## config.mk

```make
export PLATFORM = sky130hd
export DESIGN_NAME = sdram_frame_dma
export DESIGN_NICKNAME = d
export VERILOG_FILES = /design/src/rtl/custom_logic_pkg.sv /design/src/rtl/sync_fifo.sv /design/src/rtl/sdram_frame_dma.sv
export SDC_FILE = /design/constraint.sdc
export NUM_CORES = 2
export LEC_CHECK = 0
export ABC_AREA = 1
export CORE_UTILIZATION = 62
export CTS_CLUSTER_DIAMETER = 200
export DETAILED_ROUTE_END_ITERATION = 16
export GPL_TIMING_DRIVEN = 0
export PLACE_DENSITY = 0.83
export SLEW_MARGIN = 40
export SYNTH_ARGS = -nofsm -noshare
export SYNTH_HDL_FRONTEND = slang
export SYNTH_HIERARCHICAL = 1
export SYNTH_SLANG_ARGS = --single-unit
```

## constraint.sdc

```tcl
create_clock -name clk -period 23 [get_ports clk]
set_input_delay 3.45 -clock clk [delete_from_list [all_inputs] [get_ports clk]]
set_output_delay 3.45 -clock clk [all_outputs]
set_load 0.1 [all_outputs]
```

## src/rtl/custom_logic_pkg.sv

```systemverilog
// Shared job-state encoding and default sizing for the SDRAM frame DMA.
package custom_logic_pkg;

    localparam int DEF_ADDR_W     = 26;
    localparam int DEF_DATA_W     = 32;
    localparam int DEF_DIM_W      = 13;
    localparam int DEF_FIFO_DEPTH = 8;
    localparam int DEF_MAX_OUT    = 4;

    typedef enum logic [1:0] {
        ST_IDLE = 2'd0,
        ST_RUN  = 2'd1,
        ST_DONE = 2'd2
    } state_t;

endpackage

```

## src/rtl/sync_fifo.sv

```systemverilog
// Single-clock FIFO buffering SDRAM read returns ahead of the pixel filter.
module sync_fifo
    import custom_logic_pkg::*;
#(
    parameter int DATA_W     = DEF_DATA_W,
    parameter int FIFO_DEPTH = DEF_FIFO_DEPTH
) (
    input  logic                          clk,
    input  logic                          rst,
    input  logic                          push,
    input  logic [DATA_W-1:0]             push_data,
    input  logic                          pop,
    output logic [DATA_W-1:0]             head_data,
    output logic [$clog2(FIFO_DEPTH):0]   count,
    output logic                          full,
    output logic                          empty
);
    localparam int PTR_W = $clog2(FIFO_DEPTH);
    localparam logic [PTR_W:0] DEPTH_C = (PTR_W + 1)'(FIFO_DEPTH);

    logic [DATA_W-1:0] mem_q [FIFO_DEPTH];
    logic [DATA_W-1:0] mem_d [FIFO_DEPTH];
    logic [PTR_W-1:0]  wr_ptr_q, wr_ptr_d;
    logic [PTR_W-1:0]  rd_ptr_q, rd_ptr_d;
    logic [PTR_W:0]    count_q, count_d;
    logic              do_push, do_pop;

    assign full      = (count_q == DEPTH_C);
    assign empty     = (count_q == '0);
    assign count     = count_q;
    assign head_data = mem_q[rd_ptr_q];

    // A push into a full FIFO is legal only when the head leaves in the same cycle.
    assign do_pop  = pop & ~empty;
    assign do_push = push & (~full | do_pop);

    always_comb begin
        mem_d    = mem_q;
        wr_ptr_d = wr_ptr_q;
        rd_ptr_d = rd_ptr_q;
        count_d  = count_q;
        if (do_push) begin
            mem_d[wr_ptr_q] = push_data;
            wr_ptr_d        = wr_ptr_q + PTR_W'(1);
        end
        if (do_pop) begin
            rd_ptr_d = rd_ptr_q + PTR_W'(1);
        end
        case ({do_push, do_pop})
            2'b10:   count_d = count_q + (PTR_W + 1)'(1);
            2'b01:   count_d = count_q - (PTR_W + 1)'(1);
            default: count_d = count_q;
        endcase
    end

    always_ff @(posedge clk or posedge rst) begin
        if (rst) begin
            mem_q    <= '{default: '0};
            wr_ptr_q <= '0;
            rd_ptr_q <= '0;
            count_q  <= '0;
        end else begin
            mem_q    <= mem_d;
            wr_ptr_q <= wr_ptr_d;
            rd_ptr_q <= rd_ptr_d;
            count_q  <= count_d;
        end
    end

endmodule

```

## src/rtl/sdram_frame_dma.sv

```systemverilog
// Frame DMA: streams a source frame from SDRAM to the filter and writes the
// filtered pixels back to a destination frame.
//
//   state   | meaning
//   IDLE    | waiting for start; job inputs latched on launch
//   RUN     | issuing reads/writes until every transfer has completed
//   DONE    | job finished; held until start is released
module sdram_frame_dma
    import custom_logic_pkg::*;
#(
    parameter int ADDR_W     = DEF_ADDR_W,
    parameter int DATA_W     = DEF_DATA_W,
    parameter int DIM_W      = DEF_DIM_W,
    parameter int FIFO_DEPTH = DEF_FIFO_DEPTH,
    parameter int MAX_OUT    = DEF_MAX_OUT
) (
    input  logic              clk,
    input  logic              rst,
    input  logic              start,
    input  logic [DIM_W-1:0]  img_width,
    input  logic [DIM_W-1:0]  img_height,
    input  logic [ADDR_W-1:0] src_addr,
    input  logic [ADDR_W-1:0] dst_addr,
    input  logic              crop,
    output logic              sdram_read_en,
    output logic              sdram_write_en,
    output logic [ADDR_W-1:0] sdram_address,
    output logic [DATA_W-1:0] sdram_writedata,
    input  logic [DATA_W-1:0] sdram_readdata,
    input  logic              sdram_datareadvalid,
    input  logic              sdram_waitrequest,
    output logic              rd_valid,
    output logic [DATA_W-1:0] rd_data,
    input  logic              rd_ready,
    input  logic              wr_valid,
    input  logic [DATA_W-1:0] wr_data,
    output logic              wr_ready,
    output logic              busy,
    output logic              finish_flag
);
    localparam int CW     = 2 * DIM_W;
    localparam int OUT_W  = $clog2(FIFO_DEPTH) + 2;
    localparam int FCNT_W = $clog2(FIFO_DEPTH) + 1;
    localparam logic [OUT_W-1:0] MAX_OUT_C = OUT_W'(MAX_OUT);
    localparam logic [OUT_W-1:0] DEPTH_C   = OUT_W'(FIFO_DEPTH);

    state_t            state_q, state_d;
    logic [ADDR_W-1:0] rd_addr_q, rd_addr_d;
    logic [ADDR_W-1:0] wr_addr_q, wr_addr_d;
    logic [CW-1:0]     rd_left_q, rd_left_d;
    logic [CW-1:0]     wr_left_q, wr_left_d;
    logic [OUT_W-1:0]  outstanding_q, outstanding_d;
    logic              hold_valid_q, hold_valid_d;
    logic [DATA_W-1:0] hold_data_q, hold_data_d;
    logic              lock_q, lock_d;
    logic              lock_wr_q, lock_wr_d;

    logic [FCNT_W-1:0] fifo_count;
    logic              fifo_full, fifo_empty, fifo_pop, fifo_push;
    logic              run, rd_can, sel_rd, sel_wr, rd_acc, wr_acc;
    logic              wr_fire, ret_ok, job_done, dim_zero;
    logic [CW-1:0]     w_ext, h_ext, rd_total, wr_total;

    assign w_ext    = CW'(img_width);
    assign h_ext    = CW'(img_height);
    assign rd_total = w_ext * h_ext;
    assign wr_total = crop ? (w_ext - CW'(1)) * (h_ext - CW'(1)) : rd_total;
    assign dim_zero = (img_width == '0) || (img_height == '0);

    assign run    = (state_q == ST_RUN);
    assign rd_can = (rd_left_q != '0) && (outstanding_q < MAX_OUT_C) &&
                    ((outstanding_q + OUT_W'(fifo_count)) < DEPTH_C);

    // A stalled command stays locked so a write arriving mid-stall cannot swap it out.
    assign sel_wr = run && (lock_q ? lock_wr_q : hold_valid_q);
    assign sel_rd = run && (lock_q ? ~lock_wr_q : (~hold_valid_q && rd_can));
    assign rd_acc = sel_rd && ~sdram_waitrequest;
    assign wr_acc = sel_wr && ~sdram_waitrequest;

    assign sdram_read_en   = sel_rd;
    assign sdram_write_en  = sel_wr;
    assign sdram_address   = sel_wr ? wr_addr_q : (sel_rd ? rd_addr_q : '0);
    assign sdram_writedata = sel_wr ? hold_data_q : '0;

    assign rd_valid  = ~fifo_empty;
    assign fifo_pop  = rd_valid && rd_ready;
    assign ret_ok    = sdram_datareadvalid && (outstanding_q != '0);
    assign fifo_push = ret_ok && (~fifo_full || fifo_pop);

    assign wr_ready = run && ~hold_valid_q && (wr_left_q != '0);
    assign wr_fire  = wr_valid && wr_ready;

    assign job_done = (rd_left_q == '0) && (outstanding_q == '0) && fifo_empty &&
                      (wr_left_q == '0) && ~hold_valid_q;

    assign busy        = run;
    assign finish_flag = (state_q == ST_DONE);

    always_comb begin
        state_d       = state_q;
        rd_addr_d     = rd_addr_q;
        wr_addr_d     = wr_addr_q;
        rd_left_d     = rd_left_q;
        wr_left_d     = wr_left_q;
        outstanding_d = outstanding_q;
        hold_valid_d  = hold_valid_q;
        hold_data_d   = hold_data_q;
        lock_d        = (sel_wr || sel_rd) && sdram_waitrequest;
        lock_wr_d     = sel_wr;

        case (state_q)
            ST_IDLE: begin
                if (start) begin
                    state_d   = ST_RUN;
                    rd_addr_d = src_addr;
                    wr_addr_d = dst_addr;
                    rd_left_d = dim_zero ? '0 : rd_total;
                    wr_left_d = dim_zero ? '0 : wr_total;
                end
            end
            ST_RUN: begin
                if (rd_acc) begin
                    rd_addr_d = rd_addr_q + ADDR_W'(1);
                    rd_left_d = rd_left_q - CW'(1);
                end
                if (wr_acc) begin
                    wr_addr_d    = wr_addr_q + ADDR_W'(1);
                    hold_valid_d = 1'b0;
                end
                if (wr_fire) begin
                    hold_valid_d = 1'b1;
                    hold_data_d  = wr_data;
                    wr_left_d    = wr_left_q - CW'(1);
                end
                if (job_done) begin
                    state_d = ST_DONE;
                end
            end
            ST_DONE: begin
                if (!start) begin
                    state_d = ST_IDLE;
                end
            end
            default: state_d = ST_IDLE;
        endcase

        case ({rd_acc, ret_ok})
            2'b10:   outstanding_d = outstanding_q + OUT_W'(1);
            2'b01:   outstanding_d = outstanding_q - OUT_W'(1);
            default: outstanding_d = outstanding_q;
        endcase
    end

    always_ff @(posedge clk or posedge rst) begin
        if (rst) begin
            state_q       <= ST_IDLE;
            rd_addr_q     <= '0;
            wr_addr_q     <= '0;
            rd_left_q     <= '0;
            wr_left_q     <= '0;
            outstanding_q <= '0;
            hold_valid_q  <= 1'b0;
            hold_data_q   <= '0;
            lock_q        <= 1'b0;
            lock_wr_q     <= 1'b0;
        end else begin
            state_q       <= state_d;
            rd_addr_q     <= rd_addr_d;
            wr_addr_q     <= wr_addr_d;
            rd_left_q     <= rd_left_d;
            wr_left_q     <= wr_left_d;
            outstanding_q <= outstanding_d;
            hold_valid_q  <= hold_valid_d;
            hold_data_q   <= hold_data_d;
            lock_q        <= lock_d;
            lock_wr_q     <= lock_wr_d;
        end
    end

    sync_fifo #(
        .DATA_W    (DATA_W),
        .FIFO_DEPTH(FIFO_DEPTH)
    ) u_rd_fifo (
        .clk      (clk),
        .rst      (rst),
        .push     (fifo_push),
        .push_data(sdram_readdata),
        .pop      (fifo_pop),
        .head_data(rd_data),
        .count    (fifo_count),
        .full     (fifo_full),
        .empty    (fifo_empty)
    );

endmodule

```

Word level (Yosys, flattened, before mapping)

Cells that the tools add are included.

Logic and storage cells: 140
Flip-flop bits (word level): 412
Output and inout port bits: 96

Equality and inequality tests: 13
$add $sub $neg: 13
Bitwise gates (word level): 10
Muxes and demuxes: 34
Reductions and logical operators: 42
Multipliers: 2
$lt $le $gt $ge: 5

Operator list:

| operator              | number |
|---|---|
| $mux 26               | 13 |
| $bwmux 256            | 1 |
| $pmux 26 s2           | 4 |
| $mux 32               | 4 |
| $bmux 32 s3           | 1 |
| $demux 32 s3          | 1 |
| $add 26x1->26 const B | 2 |
| $logic_not 26->1      | 2 |
| $reduce_bool 26->1    | 2 |
| $sub 26x1->26 const B | 2 |
| $sub 13x1->14 const B | 2 |
| $logic_not 13->1      | 2 |
| $mul 13x13->26        | 1 |
| $mul 14x14->26        | 1 |
| $logic_and 1x1->1     | 19 |
| $reduce_and 3->1      | 4 |
| $pmux 5 s2            | 1 |
| $ge 4x4->1 const B    | 2 |
| $ne 2x1->1 const B    | 4 |
| $not 3->4             | 2 |
| $pmux 4 s2            | 1 |
| $reduce_bool 2->1     | 4 |
| $add 3x1->3 const B   | 2 |
| $eq 2x1->1 const B    | 3 |
| 23 further kinds      | 39 |

Longest topological paths before layout

Depth after elaboration: 9
Depth in mapped cells: 37

By module

The synthesis kept the hierarchy.

By module, submodules not included:

| module          | seq. area each (µm²) | area an instance (µm²) | cells each | times used |
|---|---|---|---|---|
| sdram_frame_dma | 3653.5               | 23109.7                | 3171       | 1 |
| sync_fifo       | 6656.4               | 13650.6                | 1850       | 1 |

Least setup slack after synthesis

Ideal clock, no wire load.

Kind: input port to flip-flop
Start: in img_width[0]
End: reg wr_left_q[20]
Data arrival time: 9.643 ns
Required time: 22.923 ns
Cell stages on the path: 29
Slack: 13.280 ns
Setup time: 0.077 ns
Path buffers: 1
Cell sequence: clkbuf_1 > inv_1 > ha_1 > nand2_1 > nor3_1 > xor2_1 > clkinv_1 > nand2_1 > fa_1 > inv_1 > fa_1 > fa_1 > inv_1 > fa_1 > fa_1 > inv_1 > fa_1 > ha_1 > a21oi_1 > o21ai_0 > a21oi_1 > o21ai_0 > a21boi_0 > nor2_1 > nor2_1 > nand2_1 > nand3_1 > nand2_1 > a21oi_1

Word-level cells in the longest chain between the ends: 6
Elaborated cells on any way between the ends: 9

RTL lines:

| element                | RTL line               | source |
|---|---|---|
| start: declaration     | sdram_frame_dma.sv:20  | `input logic [DIM_W-1:0] img_width,` |
| $sub 13x1->14          | sdram_frame_dma.sv:67  | `assign wr_total = crop ? (w_ext - CW'(1)) * (h_ext - CW'(1)) : rd_total;` |
| $mul 14x14->26         | sdram_frame_dma.sv:67  |  |
| $mux 26                | sdram_frame_dma.sv:67  |  |
| $mux 26 *              | sdram_frame_dma.sv:118 | `wr_left_d = dim_zero ? '0 : wr_total;` |
| $mux 26 *              | sdram_frame_dma.sv:113 | `if (start) begin` |
| $pmux 26 s2 *          | sdram_frame_dma.sv:111 | `case (state_q)` |
| end signal: assignment | sdram_frame_dma.sv:171 | `wr_left_q <= wr_left_d;` |
| end: declaration       | sdram_frame_dma.sv:51  | `logic [CW-1:0] wr_left_q, wr_left_d;` |

Every way passes the cells marked *; elsewhere a longest branch is shown, timed or not. The select of a mux whose other input is x is not followed.
A chain may end at the register's enable or synchronous reset.

Worst setup path in the final report

Start: in img_height[0]
End: reg wr_left_q[25]

Word-level cells in the longest chain between the ends: 6
Elaborated cells on any way between the ends: 9

RTL lines:

| element            | RTL line               | source |
|---|---|---|
| start: declaration | sdram_frame_dma.sv:21  | `input logic [DIM_W-1:0] img_height,` |
| $sub 13x1->14      | sdram_frame_dma.sv:67  |  |
| $mul 14x14->26     | sdram_frame_dma.sv:67  |  |
| $mux 26            | sdram_frame_dma.sv:67  |  |
| $mux 26 *          | sdram_frame_dma.sv:118 |  |
| $mux 26 *          | sdram_frame_dma.sv:113 |  |
| $pmux 26 s2 *      | sdram_frame_dma.sv:111 |  |

Marks and branches as above.

==> impl_metrics.csv <==
group,metric,value,unit
status,run_status,"completed",
logic_synthesis,yosysWarnings,6,
timing,min_period_over_period,0.465,
worst_hold_path,worstHoldStart,"u_rd_fifo/mem_q[199]",
timing,finalSetupTns,0,ps
cells_and_area,fillers,4829,
logic_synthesis,synthFlopType,"dfrtp_1",
setup_path,crit_type,"input port to flip-flop",
logic_synthesis,ys_async_sr_fraction,1.00,
flow_run,drv_cap,0,
die,die-area,60300,um^2
setup_path,r2r_start,"rd_left_q[0]",
place,gp_congestion,0.985,
cells_and_area,area_growth,11.2,%
cells_and_area,regArea,10300,um^2
die,chipHeight,245,um
clocking,cts.repair.resized,0,
clocking,clkSlewWorstSetupHoldPaths,60,ps
clocking,cts_tree,"built",
cells_and_area,final_cells,6067,
timing,rsz0062_at_grt,"false",
timing,max-slew-margin-rel,0.433,
clocking,clockBufferDepth,3,
logic_synthesis,synth_cell_types,55,
timing,hold_viol_final,0,
setup_path,endpoint_kind,"flip-flop",
clocking,root_buffer,"clkbuf_16",
setup_path,critPathArrivalTime,11170,ps
place,placed_cells,5987,
clocking,htreeDepth,2,
die,coreArea,58100,um^2
route,via_per_inst,5.90,
cells_and_area,layout_common_cells,"nand2_1 (1488), inv_1 (679), nor2_1 (519)",
route,dr.pass1.iters,8,
route,routed_wl,116,mm
worst_hold_path,holdCritPathClass,"flip-flop to flip-flop",
logic_synthesis,ys_seq_area_frac,0.280,
setup_path,regToRegSetupSlack,19600,ps
pwr,vdd_drop_max,0.000227,V
logic_synthesis,syn_nets,5631,
setup_path,max_stage_delay,690,ps
route,drt-initial-drc-count,4327,
grt,grt_pass1_vias,34636,
clocking,postCtsSetupRepairBufs,0,
die,die_x,245,um
grt,grt_max_degree,76,
grt,antenna_found_initial,4,
die,num_rows,88,
setup_path,crit_top_cell,"inv_1",
clocking,clock-sinks,412,
clocking,clk_latency,640,ps
pwr,p_leak,21.7,nW
timing,slew_viol_final,0,
route,wire_per_inst,19.2,um
die,start_util,0.632,
logic_synthesis,synth-edff-count,0,
setup_path,crit_path_max_fanout,10,
cells_and_area,multi_input_area,22500,um^2
timing,fin_crit,10690,ps
logic_synthesis,syn-cell-area,36800,um^2
clocking,numCtsBuffers,46,
timing,skew,42.6,ps
timing,worst_pin_slew,850,ps
grt,grt_overflow_total,0,
setup_path,crit_slowest_cell,"xor2_1",
route,drc,0,
timing,setup_viol,0,
cells_and_area,drive_above_1_share,0.0653,
grt,grt_pass1_wl,185,mm
place,place_hpwl,89.1,mm
logic_synthesis,ys_ff_latch,412,
place,io_buffers,196,
route,ant_nets,0,
route,vias,35777,
logic_synthesis,postSynthCellCount,5021,
setup_path,crit_start,"img_height[0]",
timing,fmax,0.0936,GHz
setup_path,cp.required,23490,ps
die,pin_count,246,
logic_synthesis,avgSynthCellArea,7.32,um^2
cells_and_area,num-nets-final,5880,
cells_and_area,layout_commonest_cell,"nand2_1",
grt,grt_use_total,0.392,
timing,whs,466,ps
setup_path,crit_path_start_kind,"input port",
pwr,powerDensity,161,nW/um^2
clocking,cts_hold_buffers,0,
## final timing paths
kind,endpoint,cells after the start
min in group asynchronous,hold_data_q[10],2
worst min register to register,u_rd_fifo/mem_q[199],2
worst max register to register,outstanding_q[4],25
worst min-delay path,u_rd_fifo/mem_q[199],2
max in group asynchronous,u_rd_fifo/mem_q[115],4
worst max-delay path,wr_left_q[25],31
## stage by stage
step                      setup WS [ps]   util  total power, mW  area [um^2]
after detailed placement          11810  0.677             5.73        39400
after global placement             8740  0.683             5.75        39700
after CTS                         12430  0.703             6.50        40900
after floorplan                   12220      -             4.63        36800
final                             12310  0.703             6.60        40900
after global routing              11780  0.703             7.10        40900
## worst max-delay path: cells and delay by family
family	cells	cell delay [ps]
adder cells (fa/ha/maj)	7	3350
buffers and inverters	10	2010
AND/OR/NAND/NOR	12	1590
XOR/XNOR	1	690
AO/OA/AOI/OAI	1	70
## synthesized netlist by cell type, types with 4 or more instances
library cell / count / area (um^2)
nor4_1: 20 / 125
nor2_2: 8 / 50.1
o31ai_1: 4 / 30.0
buf_4: 8 / 60.1
a21boi_0: 7 / 52.6
clkinv_1: 12 / 45.0
buf_2: 62 / 310
o21ai_1: 5 / 25.0
or2_2: 15 / 93.8
nand2_1: 1488 / 5590
buf_1: 25 / 93.8
o21ai_0: 298 / 1490
nand3_1: 106 / 531
ha_1: 154 / 1930
xnor2_1: 14 / 123
mux2i_1: 22 / 220
o22ai_1: 33 / 206
inv_1: 681 / 2560
o211ai_1: 9 / 67.6
nor2_1: 519 / 1950
clkbuf_2: 32 / 160
nand2_4: 4 / 45.0
dfrtp_1: 412 / 10300
nand2_2: 12 / 75.1
a21oi_1: 136 / 681
nor2_4: 4 / 45.0
fa_1: 306 / 6130
xor2_1: 63 / 552
nand3b_1: 5 / 37.5
clkbuf_1: 163 / 612
nand4_1: 284 / 1780
a22oi_1: 5 / 37.5
o21ai_2: 8 / 70.1
a31oi_1: 19 / 119
a21o_1: 6 / 45.0
inv_2: 6 / 22.5
nor3_1: 37 / 185
## routing by layer
layer  global-route usage  vias to the layer above  share of wire
li1                     -                    16269              -
met2                0.577                     2201           0.43
met1                0.547                    16900           0.40
met3               0.0961                      400           0.12
met4                0.179                        7          0.047
met5              0.00735                        -        0.00073
## area by class of cell
class                   instances  area share
clock buffers                  62      0.0311
flip-flops and latches        412       0.252
well taps                     765      0.0234
inverters                     700      0.0647
clock inverters                15     0.00560
multi-input cells            3615       0.551
repair buffers                201      0.0396
plain buffers                 294      0.0320
diodes                          3    0.000184
## state kept, by name, summed over array words and instances, names as in the netlist
signal              flops
u_rd_fifo/count         4
wr_left_q              26
state_q                 2
u_rd_fifo/wr_ptr_q      3
outstanding_q           5
lock_wr_q               1
wr_addr_q              26
hold_valid_q            1
rd_left_q              26
u_rd_fifo/mem_q       256
u_rd_fifo/rd_ptr_q      3
lock_q                  1
rd_addr_q              26
hold_data_q            32
## cells by family (layout without fill, tap and decap cells)
kind of cell	after synthesis	count (layout)	synth area share
AOI/OAI and AO/OA	541	541	0.0793
adders and majority gates	460	460	0.219
other	0	3	0
buffers and inverters	994	1272	0.107
and+or+nand+nor	2515	2515	0.290
DFF	412	412	0.280
muxes	22	22	0.00599
xor gates and xnor gates	77	77	0.0183
## report_power, final
| group | switching [mW] | internal [mW] | total (mW) |
|---|---|---|---|
| registers | 0.217 | 1.04 | 1.26 |
| logic | 3.30 | 1.28 | 4.58 |
| clock network | 0.325 | 0.425 | 0.751 |
Power figures use the tool's default switching activity.
